## src/rtl/shift_timer_pkg.sv

```systemverilog
// shift_timer_pkg: command and state encodings shared by the shift phase timer.
package shift_timer_pkg;
   typedef enum logic [1:0] {CMD_CLR, CMD_START, CMD_PAUSE, CMD_RESUME} cmd_t;
   typedef enum logic [1:0] {IDLE, RUN, HOLD} state_t;
endpackage

```

## src/rtl/flex_counter.sv

```systemverilog
// flex_counter: clearable up-counter that saturates at rollover_val.
// rollover_flag marks the enabled edge on which the count will reach rollover_val.
module flex_counter #(
   parameter int NUM_CNT_BITS = 5
) (
   input  logic                    clk,
   input  logic                    n_rst,
   input  logic                    clear,
   input  logic                    count_enable,
   input  logic [NUM_CNT_BITS-1:0] rollover_val,
   output logic [NUM_CNT_BITS-1:0] count_out,
   output logic                    rollover_flag
);
   logic [NUM_CNT_BITS-1:0] r_count;
   logic [NUM_CNT_BITS-1:0] w_inc;
   assign w_inc         = r_count + 1'b1;
   assign rollover_flag = count_enable && w_inc == rollover_val;
   assign count_out     = r_count;
   always_ff @(posedge clk or negedge n_rst)
      if (!n_rst)
         r_count <= '0;
      else if (clear)
         r_count <= '0;
      else if (count_enable && r_count != rollover_val)
         r_count <= w_inc;
endmodule

```

## src/rtl/shift_phase_timer.sv

```systemverilog
// shift_phase_timer: multi-phase shift-cycle timer with pause/resume,
// sticky per-phase done flags and a rejected-command error pulse.
module shift_phase_timer
   import shift_timer_pkg::*;
#(
   parameter int                            NUM_PHASES = 2,
   parameter int                            PH_W       = 1,
   parameter int                            CNT_WIDTH  = 5,
   parameter logic [NUM_PHASES*CNT_WIDTH-1:0] PHASE_LENS = {5'd16, 5'd8}
) (
   input  logic                  clk,
   input  logic                  n_rst,
   input  logic                  cmd_valid,
   input  logic [1:0]            cmd,
   input  logic [PH_W-1:0]       cmd_phase,
   input  logic [CNT_WIDTH-1:0]  len_override,
   output logic                  busy,
   output logic                  paused,
   output logic [PH_W-1:0]       active_phase,
   output logic [CNT_WIDTH-1:0]  count,
   output logic [NUM_PHASES-1:0] done,
   output logic                  done_pulse,
   output logic                  err
);
   state_t                r_state;
   logic [CNT_WIDTH-1:0]  r_len;
   logic [PH_W-1:0]       r_phase;
   logic [NUM_PHASES-1:0] r_done;
   logic                  r_done_pulse;
   logic                  r_err;
   logic [CNT_WIDTH-1:0]  w_lens [NUM_PHASES];
   logic [CNT_WIDTH-1:0]  w_len;
   logic                  w_phase_ok, w_clr, w_start, w_start_ok, w_pause, w_resume, w_fin;
   for (genvar i = 0; i < NUM_PHASES; i++) begin : g_len
      assign w_lens[i] = PHASE_LENS[i*CNT_WIDTH +: CNT_WIDTH];
   end
   assign w_phase_ok = 32'(cmd_phase) < 32'(NUM_PHASES);
   assign w_len      = |len_override ? len_override : w_phase_ok ? w_lens[cmd_phase] : '0;
   assign w_clr      = cmd_valid && cmd == CMD_CLR;
   assign w_start    = cmd_valid && cmd == CMD_START;
   assign w_pause    = cmd_valid && cmd == CMD_PAUSE;
   assign w_resume   = cmd_valid && cmd == CMD_RESUME;
   assign w_start_ok = w_start && r_state == IDLE && w_phase_ok && |w_len;
   // Saturating counter; w_fin flags the edge on which count reaches the target
   flex_counter #(.NUM_CNT_BITS(CNT_WIDTH)) u_cnt (
      .clk          (clk),
      .n_rst        (n_rst),
      .clear        (w_clr || w_start_ok),
      .count_enable (r_state == RUN),
      .rollover_val (r_len),
      .count_out    (count),
      .rollover_flag(w_fin)
   );
   // CLR beats completion, completion beats PAUSE
   always_ff @(posedge clk or negedge n_rst)
      if (!n_rst) begin
         r_state      <= IDLE;
         r_len        <= '0;
         r_phase      <= '0;
         r_done       <= '0;
         r_done_pulse <= 1'b0;
         r_err        <= 1'b0;
      end else begin
         r_err        <= w_start && !w_start_ok;
         r_done_pulse <= 1'b0;
         if (w_clr) begin
            r_state <= IDLE;
            r_done  <= '0;
         end else if (w_start_ok) begin
            r_state            <= RUN;
            r_len              <= w_len;
            r_phase            <= cmd_phase;
            r_done[cmd_phase]  <= 1'b0;
         end else if (r_state == RUN && w_fin) begin
            r_state          <= IDLE;
            r_done[r_phase]  <= 1'b1;
            r_done_pulse     <= 1'b1;
         end else if (r_state == RUN && w_pause)
            r_state <= HOLD;
         else if (r_state == HOLD && w_resume)
            r_state <= RUN;
      end
   assign busy         = r_state != IDLE;
   assign paused       = r_state == HOLD;
   assign active_phase = r_phase;
   assign done         = r_done;
   assign done_pulse   = r_done_pulse;
   assign err          = r_err;
endmodule

```

## config.mk

```make
export PLATFORM = sky130hd
export DESIGN_NAME = shift_phase_timer
export DESIGN_NICKNAME = d
export VERILOG_FILES = /design/src/rtl/shift_timer_pkg.sv /design/src/rtl/flex_counter.sv /design/src/rtl/shift_phase_timer.sv
export SDC_FILE = /design/constraint.sdc
export NUM_CORES = 1
export LEC_CHECK = 0
export ABC_AREA = 0
export CAP_MARGIN = 20
export CORE_ASPECT_RATIO = 0.6
export CORE_MARGIN = 2
export CORE_UTILIZATION = 40
export DETAILED_ROUTE_END_ITERATION = 10
export GPL_TIMING_DRIVEN = 0
export MAX_ROUTING_LAYER = met4
export PLACE_DENSITY = 0.68
export SLEW_MARGIN = 20
export SYNTH_ARGS = -nofsm -noshare
export SYNTH_HDL_FRONTEND = slang
export SYNTH_HIERARCHICAL = 1
export SYNTH_SLANG_ARGS = --single-unit
```

## constraint.sdc

```tcl
create_clock -name clk -period 2.2 [get_ports clk]
set_clock_uncertainty 0.15 [all_clocks]
set_input_delay 0.44 -clock clk [delete_from_list [all_inputs] [get_ports clk]]
set_output_delay 0.44 -clock clk [all_outputs]
set_load 0.02 [all_outputs]
```

Yosys cells after proc, flatten, opt, wreduce, memory -nomap -nowiden --
Index checks and enable logic that the tools add are counted.
Word-level totals: output and inout bits 12, input port bits 11, flip-flop bits (word level) 17
Cells by class: magnitude comparators 5, reduce and logical (&&, ||, !) cells 25, add/sub/neg operators 1, equal/unequal tests 7, bitwise gates (word level) 5, muxes and demuxes 21
Operator list (number):
- $mux W5 | 6
- $mux W2 | 8
- $logic_and A1 B1 Y1 | 14
- $reduce_or A5 Y1 | 2
- $eq A2 B2 Y1 const B | 3
- $add A5 B1 Y5 const B | 1
- $eq A5 B5 Y1 | 1
- $mux W1 | 5
- $ne A5 B5 Y1 | 1
- $reduce_bool A5 Y1 | 1
- $eq A2 B1 Y1 const B | 2
- $logic_not A2 Y1 | 2
- $lt A1 B2 Y1 const B | 2
- $reduce_bool A2 Y1 | 2
- $reduce_bool A3 Y1 | 1
- $and A2 B2 Y2 | 1
- $demux W1 S1 | 2
- $ge A1 B1 Y1 const B | 2
- $ge A2 B2 Y1 const B | 1
- $not A1 Y2 | 1
- $not A2 Y2 | 1
- $or A2 B2 Y2 | 1
- $reduce_and A2 Y1 | 1
- $logic_not A1 Y1 | 1
- other kinds (2) | 2

Depth between registers and ports, before layout --
Gate-level depths: netlist of the first run.
word-level depth 9, mapped depth 9, mapped depth without buffers 7

Hierarchy --
Netlist of the first run, hierarchy kept.
By module, submodules not included:
- shift_phase_timer | times used 1, area an instance 586.8 um^2, cells each 56
- flex_counter | times used 1, area an instance 501.7 um^2, cells each 60

Worst setup path after synthesis of the first run --
Ideal clock, no wire load.
path kind reg-to-reg, from register u_cnt.r_count[3] (netlist: u_cnt/count_out[3]), to register r_state[1], data arrival time 1971 ps, path slack -44 ps, required time 1927 ps, path buffers 0, stages on the path, launching flop included 8, period minus slack after synthesis 2244 ps, library setup time 123 ps, path through dfrtp_1 > xnor2_1 > xor2_1 > or4_1 > a21oi_1 > inv_1 > a41oi_1 > nor2_1
Between the ends: cells in the longest elaborated chain, start to end 7, elaborated cells on any way between the ends 8
Ends and longest elaborated chain:
- from (decl) | line flex_counter.sv:14 | logic [NUM_CNT_BITS-1:0] r_count;
- from (signal assigned) | line flex_counter.sv:25 | r_count <= w_inc;
- $add A5 B1 Y5 (*) | line flex_counter.sv:16 | assign w_inc = r_count + 1'b1;
- $eq A5 B5 Y1 (*) | line flex_counter.sv:17 | assign rollover_flag = count_enable && w_inc == rollover_val;
- $logic_and A1 B1 Y1 (*) | line flex_counter.sv:17
- via w_fin | line shift_phase_timer.sv:33 | logic w_phase_ok, w_clr, w_start, w_start_ok, w_pause, w_resume, w_fin;
- $logic_and A1 B1 Y1 (*) | line shift_phase_timer.sv:74 | end else if (r_state == RUN && w_fin) begin
- $mux W2 | line shift_phase_timer.sv:74
- $mux W2 | line shift_phase_timer.sv:69 | end else if (w_start_ok) begin
- $mux W2 | line shift_phase_timer.sv:66 | if (w_clr) begin
- to (signal assigned) | line shift_phase_timer.sv:67 | r_state <= IDLE;
- to (signal assigned) | line shift_phase_timer.sv:70 | r_state <= RUN;
- to (signal assigned) | line shift_phase_timer.sv:75 | r_state <= IDLE;
- to (decl) | line shift_phase_timer.sv:25 | state_t r_state;
Mark *: on every way through the listed nets, which the timed path passes. The rest lies on a longest branch. A chain may end at the register's enable or synchronous reset.

Worst setup path after layout of the first run --
from register u_cnt.r_count[1] (netlist: u_cnt/count_out[1]), to register r_state[1]
The elaborated chain is that of the path after synthesis.

==> impl_metrics.env, run 1 <==
export IMPL_viasPerCell=5.71
export IMPL_finish_utilization=0.616
export IMPL_wl_met3_um=129
export IMPL_r2r_start="u_cnt/count_out[1]"
export IMPL_port_buffers=22
export IMPL_drt_iter0_markers=109
export IMPL_nFillCells=223
export IMPL_vias=1039
export IMPL_synthesis_nets=128
export IMPL_regToRegEndpoint="r_state[1]"
export IMPL_globalRouteOverflowTotal=0
export IMPL_ys_types=43
export IMPL_rr_worst_depth=7
export IMPL_dr_max_layer_used="met4"
export IMPL_reg2reg_slack_ps=50
export IMPL_netlist_area_um2=1090
export IMPL_ctsHoldBuffers=0
export IMPL_clkTransAtPathRegs_ps=80
export IMPL_cts_tree="built"
export IMPL_layout_drive_gt1_share=0.293
export IMPL_worst_setup_path_end_kind="flip-flop"
export IMPL_min_period_over_period=0.975
export IMPL_final_hold_viol_count=0
export IMPL_die_w_um=71.3
export IMPL_status="complete, no violations"
export IMPL_start_util=0.429
export IMPL_critical_path_arrival_ps=2130
export IMPL_cp_start_kind="flip-flop"
export IMPL_diodes=0
export IMPL_finalSetupViolCount=0
export IMPL_antenna_found_initial=0
export IMPL_p_total_mw=1.50
export IMPL_internal_power_mw=0.865
export IMPL_min_from="active_phase"
export IMPL_cts_root_buf="clkbuf_8"
export IMPL_crit_path_max_fanout=4
export IMPL_p_switching_mw=0.635
export IMPL_drt_first_pass_iters=4
export IMPL_hold_depth=1
export IMPL_tightest_slew_ps=801
export IMPL_core_area_um2=2540
export IMPL_drc=0
export IMPL_hpwl_um=2020
export IMPL_die_h_um=44.4
export IMPL_p_leak_nw=0.626
export IMPL_yosysWarnings=6
export IMPL_period_needed_ps=2150
export IMPL_syn_avg_cell_area_um2=9.38
export IMPL_gp_congestion=0.855
export IMPL_wl_met2_um=1430
export IMPL_synthCells=116
export IMPL_row_count=14
export IMPL_fmax_ghz=0.466
export IMPL_critPathMaxStageDelay_ps=500
export IMPL_path_delay_family="simple AND/OR/NAND/NOR gates"
export IMPL_grt_use_total=0.210
export IMPL_die_area_um2=3170
export IMPL_yosysSeqAreaShare=0.391
export IMPL_grt_max_degree=18
export IMPL_grt_first_pass_wirelength_um=4780
export IMPL_cts_sinks=17
export IMPL_crit_type="flip-flop to flip-flop"
export IMPL_rsz0062_at_grt="true"
export IMPL_io_pins=23
export IMPL_synth_edf_count=0
export IMPL_p_per_area_nw_per_um2=959
export IMPL_pwr_share_seq=0.334
export IMPL_cts_buffer_depth=2
export IMPL_cts_buffers=3
export IMPL_path_cells="ha_4, xor2_1, or4_1, a21oi_2, inv_1, a41oi_2, nor2_1"
export IMPL_nNetsFinal=163
export IMPL_ant_nets=0
export IMPL_area_growth_pct=43.7
export IMPL_clk_latency_ps=260
export IMPL_peakVddDrop_v=0.000716
export IMPL_slew_violations=0
export IMPL_min_to="done[0]"
export IMPL_htree_num_levels=1
export IMPL_hold_path_class="flip-flop to flip-flop"
export IMPL_clock_power_share=0.167
export IMPL_wl_per_cell_um=16.5
export IMPL_path_buf_inv=1
export IMPL_maxCapViolations=0
export IMPL_synth_async_reset_ratio=1.00
export IMPL_slowest_stage="or4_1"
export IMPL_grt_pass1_vias=964
export IMPL_crit_required_ps=2190
export IMPL_synth_ff_type="dfrtp_1"
export IMPL_routed_wl_um=3000
export IMPL_ys_ff_latch=17
export IMPL_drt_met1_wl_um=1370
export IMPL_sw_frac_of_total=0.423
export IMPL_relSlewSlack=0.464
export IMPL_pwr_share_comb=0.500
repair_timing:
item	4_1_cts	5_1_grt
buffers inserted	6	3
resized for setup	19	8
setup endpoints to repair	10	8
pin swaps	3	4
worst max-delay path by stage:
stage                    endpoint                from  slack, ps  depth (start not counted)
2_1_floorplan          r_state[1]  u_cnt/count_out[0]         10                          7
3_3_place_gp   u_cnt/count_out[3]              cmd[1]       -680                         10
3_5_place_dp   u_cnt/count_out[3]              cmd[1]       -750                         10
4_1_cts        u_cnt/count_out[4]              cmd[0]          4                         10
5_1_grt                r_state[1]  u_cnt/count_out[1]        -20                          7
6_report               r_state[1]  u_cnt/count_out[1]         50                          7
power groups by stage:
stage	sequential, mW	clock (mW)	combinational (mW)
6_report	0.500	0.250	0.749
4_1_cts	0.486	0.254	0.696
3_3_place_gp	0.484	0	0.576
2_1_floorplan	0.503	0	0.365
5_1_grt	0.510	0.269	0.800
3_5_place_dp	0.487	0	0.607
kinds of logic after synthesis:
logic type,Yosys count,share of synthesized area
adder cells (fa/ha/maj),1,0.0115
XOR/XNOR,8,0.0644
multiplexers,4,0.0402
buffers and inverters,11,0.0402
AND/OR/NAND/NOR,42,0.251
AO/OA/AOI/OAI,33,0.202
flip-flops,17,0.391
per-stage QoR:
step / cells / setup TNS, ps / hold WS, ps / setup WS [ps] / cell area (um2)
after CTS: 180 / 0 / 360 / 4.28 / 1510
after floorplan: 116 / 0 / -5.59 / 10.1 / 1100
after global placement: 170 / -2750 / 343 / -678 / 1360
after detailed placement: 170 / -3140 / 351 / -751 / 1360
after global routing: 182 / -21.6 / 386 / -21.6 / 1560
final: 182 / 0 / 356 / 54.9 / 1560
area by class of cell:
cell class                      instances  area [um2]  share of cell area
Tap cell                               32        40.0              0.0256
Inverter                                7        26.3              0.0168
Clock buffer                            3        41.3              0.0264
Buffer                                  3        25.0              0.0160
Clock inverter                          1        7.51             0.00480
Sequential cell                        17         430               0.275
Timing Repair Buffer                   31         288               0.184
Multi-Input combinational cell         88         706               0.451
cells in the final DEF (no fill, tap or decap), types with 3 or more instances in the layout:
cell / netlist / routed
nor2_1: 5 / 5
mux2_2: 3 / 3
nor2b_1: 4 / 4
dfrtp_1: 17 / 13
a31oi_1: 6 / 6
clkbuf_8: 0 / 4
o21ai_0: 5 / 5
nand2_1: 3 / 3
clkdlybuf4s50_1: 0 / 18
inv_1: 6 / 6
nand3_1: 4 / 3
xor2_1: 4 / 4
buf_4: 0 / 9
a21oi_1: 9 / 8
dfrtp_2: 0 / 4
nand3b_1: 4 / 4
nor3_1: 4 / 4
Yosys cell counts, drive strengths merged, types with 2 or more instances:
master  number  share of area
nor3         4          0.018
nand3b       4          0.028
a311oi       2          0.016
clkbuf       2         0.0069
xnor2        4          0.032
a21oi        9          0.041
inv          7          0.024
dfrtp       17           0.39
or3b         4          0.034
nand2b       2          0.011
buf          2         0.0092
nand2        4          0.016
xor2         4          0.032
o221ai       2          0.016
a31oi        6          0.034
o211ai       2          0.014
nand3        5          0.028
o21ai        5          0.023
nor2b        4          0.023
mux2         3          0.031
nor2         6          0.028
nor4         2          0.011
metal layers:
| metal | up-vias | GRT usage |
|---|---|---|
| li1 | 501 | - |
| met5 | - | - |
| met3 | 9 | 0.0569 |
| met4 | 0 | 0.0604 |
| met1 | 500 | 0.262 |
| met2 | 29 | 0.339 |
registers in the layout (all words and copies together), names as in the netlist:
signal / flops
active_phase: 1
u_cnt/count_out: 5
done: 2
err: 1
done_pulse: 1
r_state: 2
r_len: 5
No activity file was read; power rests on OpenSTA's default activity.
==> inputs of run 2 (changes only) <==
- PLACE_DENSITY: 0.68 -> 0.69
- SKIP_CTS_REPAIR_TIMING: unset -> 1
- SYNTH_HIERARCHICAL: 1 -> unset
==> run 2 against run 1 <==
  * Final area is 19% lower
  * Power is 5.8% higher
  * Global-route usage is 3.5 points lower
  * Combinational power is 3.9% higher
  * Die area is 10% lower
  * Critical endpoint is now busy
  * Highest routed layer is now met3
==> impl_metrics.env, run 2 <==
export IMPL_cts_tree="built"
export IMPL_placed_area_um2=1220
export IMPL_period_needed_ps=2090
export IMPL_viasPerCell=5.31
export IMPL_worst_setup_path_end_kind="primary output"
export IMPL_layout_commonest_cell="clkdlybuf4s50_1"
export IMPL_htree_num_levels=1
export IMPL_whs_ps=346
export IMPL_ys_ff_latch=17
export IMPL_die_h_um=42.1
export IMPL_drt_first_pass_iters=4
export IMPL_core_area_um2=2230
export IMPL_grt_pass1_vias=756
export IMPL_regArea_um2=425
export IMPL_final_cell_area_um2=1270
export IMPL_ys_types=30
export IMPL_peakVddDrop_v=0.000635
export IMPL_p_leak_nw=0.536
export IMPL_tns_ps=0
export IMPL_cts_root_buf="clkbuf_8"
export IMPL_vias=829
export IMPL_antenna_found_initial=0
export IMPL_synth_async_reset_ratio=1.00
export IMPL_multi_input_area_um2=512
export IMPL_cts_sinks=17
export IMPL_path_cells="nor2_1, inv_1, clkdlybuf4s50_1"
export IMPL_die_w_um=67.5
export IMPL_cp_start_kind="flip-flop"
export IMPL_io_pins=23
export IMPL_diodes=0
export IMPL_yosysSeqAreaShare=0.440
export IMPL_start_util=0.434
export IMPL_finalSetupViolCount=0
export IMPL_synthCells=100
export IMPL_yosysWarnings=0
export IMPL_pre_cts_slack_ps=-81.2
export IMPL_most_common_layout_cells="clkdlybuf4s50_1, dfrtp_1, nand2_1"
export IMPL_status="complete, no violations"
export IMPL_synth_ff_type="dfrtp_1"
export IMPL_drt_iter0_markers=35
export IMPL_row_count=13
export IMPL_fin_cells=156
export IMPL_crit_type="flip-flop to primary output"
export IMPL_wl_per_cell_um=13.5
export IMPL_synthesis_nets=112
export IMPL_tightest_slew_ps=795
export IMPL_syn_avg_cell_area_um2=9.67
export IMPL_relSlewSlack=0.468
export IMPL_path_buf_inv=2
export IMPL_grt_first_pass_wirelength_um=3490
export IMPL_critical_path_arrival_ps=1500
export IMPL_setup_ws_ps=108
export IMPL_globalRouteOverflowTotal=0
export IMPL_nFillCells=183
export IMPL_critPathMaxStageDelay_ps=530
export IMPL_crit_required_ps=1610
export IMPL_die_area_um2=2840
export IMPL_hpwl_um=1630
export IMPL_cts_buffers=3
export IMPL_area_growth_pct=31.4
export IMPL_port_buffers=22
export IMPL_slowest_stage="clkdlybuf4s50_1"
export IMPL_p_per_area_nw_per_um2=1250
export IMPL_grt_use_total=0.174
export IMPL_drc=0
export IMPL_final_hold_viol_count=0
export IMPL_synth_top_cells_by_count="dfrtp_1, nand2_1, nand2b_1"
export IMPL_synth_most_common_cell="dfrtp_1"
export IMPL_maxCapViolations=0
export IMPL_synth_area_leaders="dfrtp_1, mux2i_1, nand2_1"
export IMPL_routed_wl_um=2110
export IMPL_netlist_area_um2=967
export IMPL_grt_max_degree=18
export IMPL_placedCellCount=152
export IMPL_min_period_over_period=0.951
export IMPL_layout_drive_gt1_share=0.0794
export IMPL_clk_latency_ps=260
export IMPL_slew_violations=0
export IMPL_path_delay_family="buffers and inverters"
export IMPL_yosys_area_top_type="dfrtp_1"
export IMPL_nNetsFinal=139
export IMPL_clkTransAtPathRegs_ps=70
export IMPL_rsz0062_at_grt="false"
export IMPL_fmax_ghz=0.478
export IMPL_crit_path_max_fanout=7
export IMPL_finish_utilization=0.570
export IMPL_synth_edf_count=0
export IMPL_cts_buffer_depth=2
export IMPL_hold_path_class="flip-flop to flip-flop"
export IMPL_ant_nets=0
export IMPL_reg2reg_slack_ps=180
export IMPL_gp_congestion=0.901
export IMPL_p_total_mw=1.59
export IMPL_netlist_area_leader_share=0.440
[run 2: cell types whose count changed after synthesis, sizes merged, moves of 3 or more]
| cell | previous run | this run |
|---|---|---|
| nand2 | 4 | 13 |
| a21oi | 9 | 3 |
| nand2b | 2 | 7 |
| a211oi | 0 | 4 |
| a31oi | 6 | 2 |
| mux2i | 1 | 5 |
| nand3b | 4 | 0 |
| or3b | 4 | 0 |
| nor3 | 4 | 1 |
[run 2: area by class of cell]
| class | instances | share of cell area |
|---|---|---|
| timing repair buffer | 22 | 0.173 |
| multi-input combinational | 75 | 0.403 |
| clock buffer | 3 | 0.0325 |
| clock inverter | 1 | 0.00394 |
| buffer | 2 | 0.00591 |
| sequential | 17 | 0.335 |
| tap | 30 | 0.0295 |
| inverter | 6 | 0.0177 |
[run 2: final timing paths]
kind | start | endpoint | cells past startpoint
max | r_state[1] | busy | 3
min | r_len[3] | r_len[3] | 2
max reg2reg | u_cnt.count_out[0] | done[0] | 5
min reg2reg | r_len[3] | r_len[3] | 2
max in group asynchronous | n_rst | r_len[1] | 1
min in group asynchronous | n_rst | err | 1
[run 2: power by group]
| group | internal, mW | total, mW | switching [mW] | leakage (nW) |
|---|---|---|---|---|
| Combinational | 0.376 | 0.778 | 0.402 | 0.289 |
| Clock | 0.126 | 0.238 | 0.112 | 0.0255 |
| Sequential | 0.429 | 0.572 | 0.143 | 0.221 |
| Total | 0.931 | 1.59 | 0.656 | 0.536 |
[run 2: cell families (layout without fill, tap and decap cells)]
kind of cell	count (synthesis)	in the layout	synth area share
AO/OA/AOI/OAI	22	22	0.164
XOR/XNOR	7	7	0.0634
adder cells (fa/ha/maj)	1	1	0.0129
buffers and inverters	8	34	0.0310
flip-flops	17	17	0.440
multiplexers	8	8	0.0867
AND/OR/NAND/NOR	37	37	0.202
[run 2: routing by layer]
layer / global-route usage / part of all wire
met5: - / 0
met3: 0.0645 / 0.062
met2: 0.212 / 0.40
met1: 0.252 / 0.53
met4: 0.0735 / 0
[run 2: worst register-to-register path, stage by stage (launching register included)]
cell,delay [ps]
dfrtp_1,450
ha_1,360
xor2_1,170
nor3_1,290
nand2_1,180
o41ai_2,320
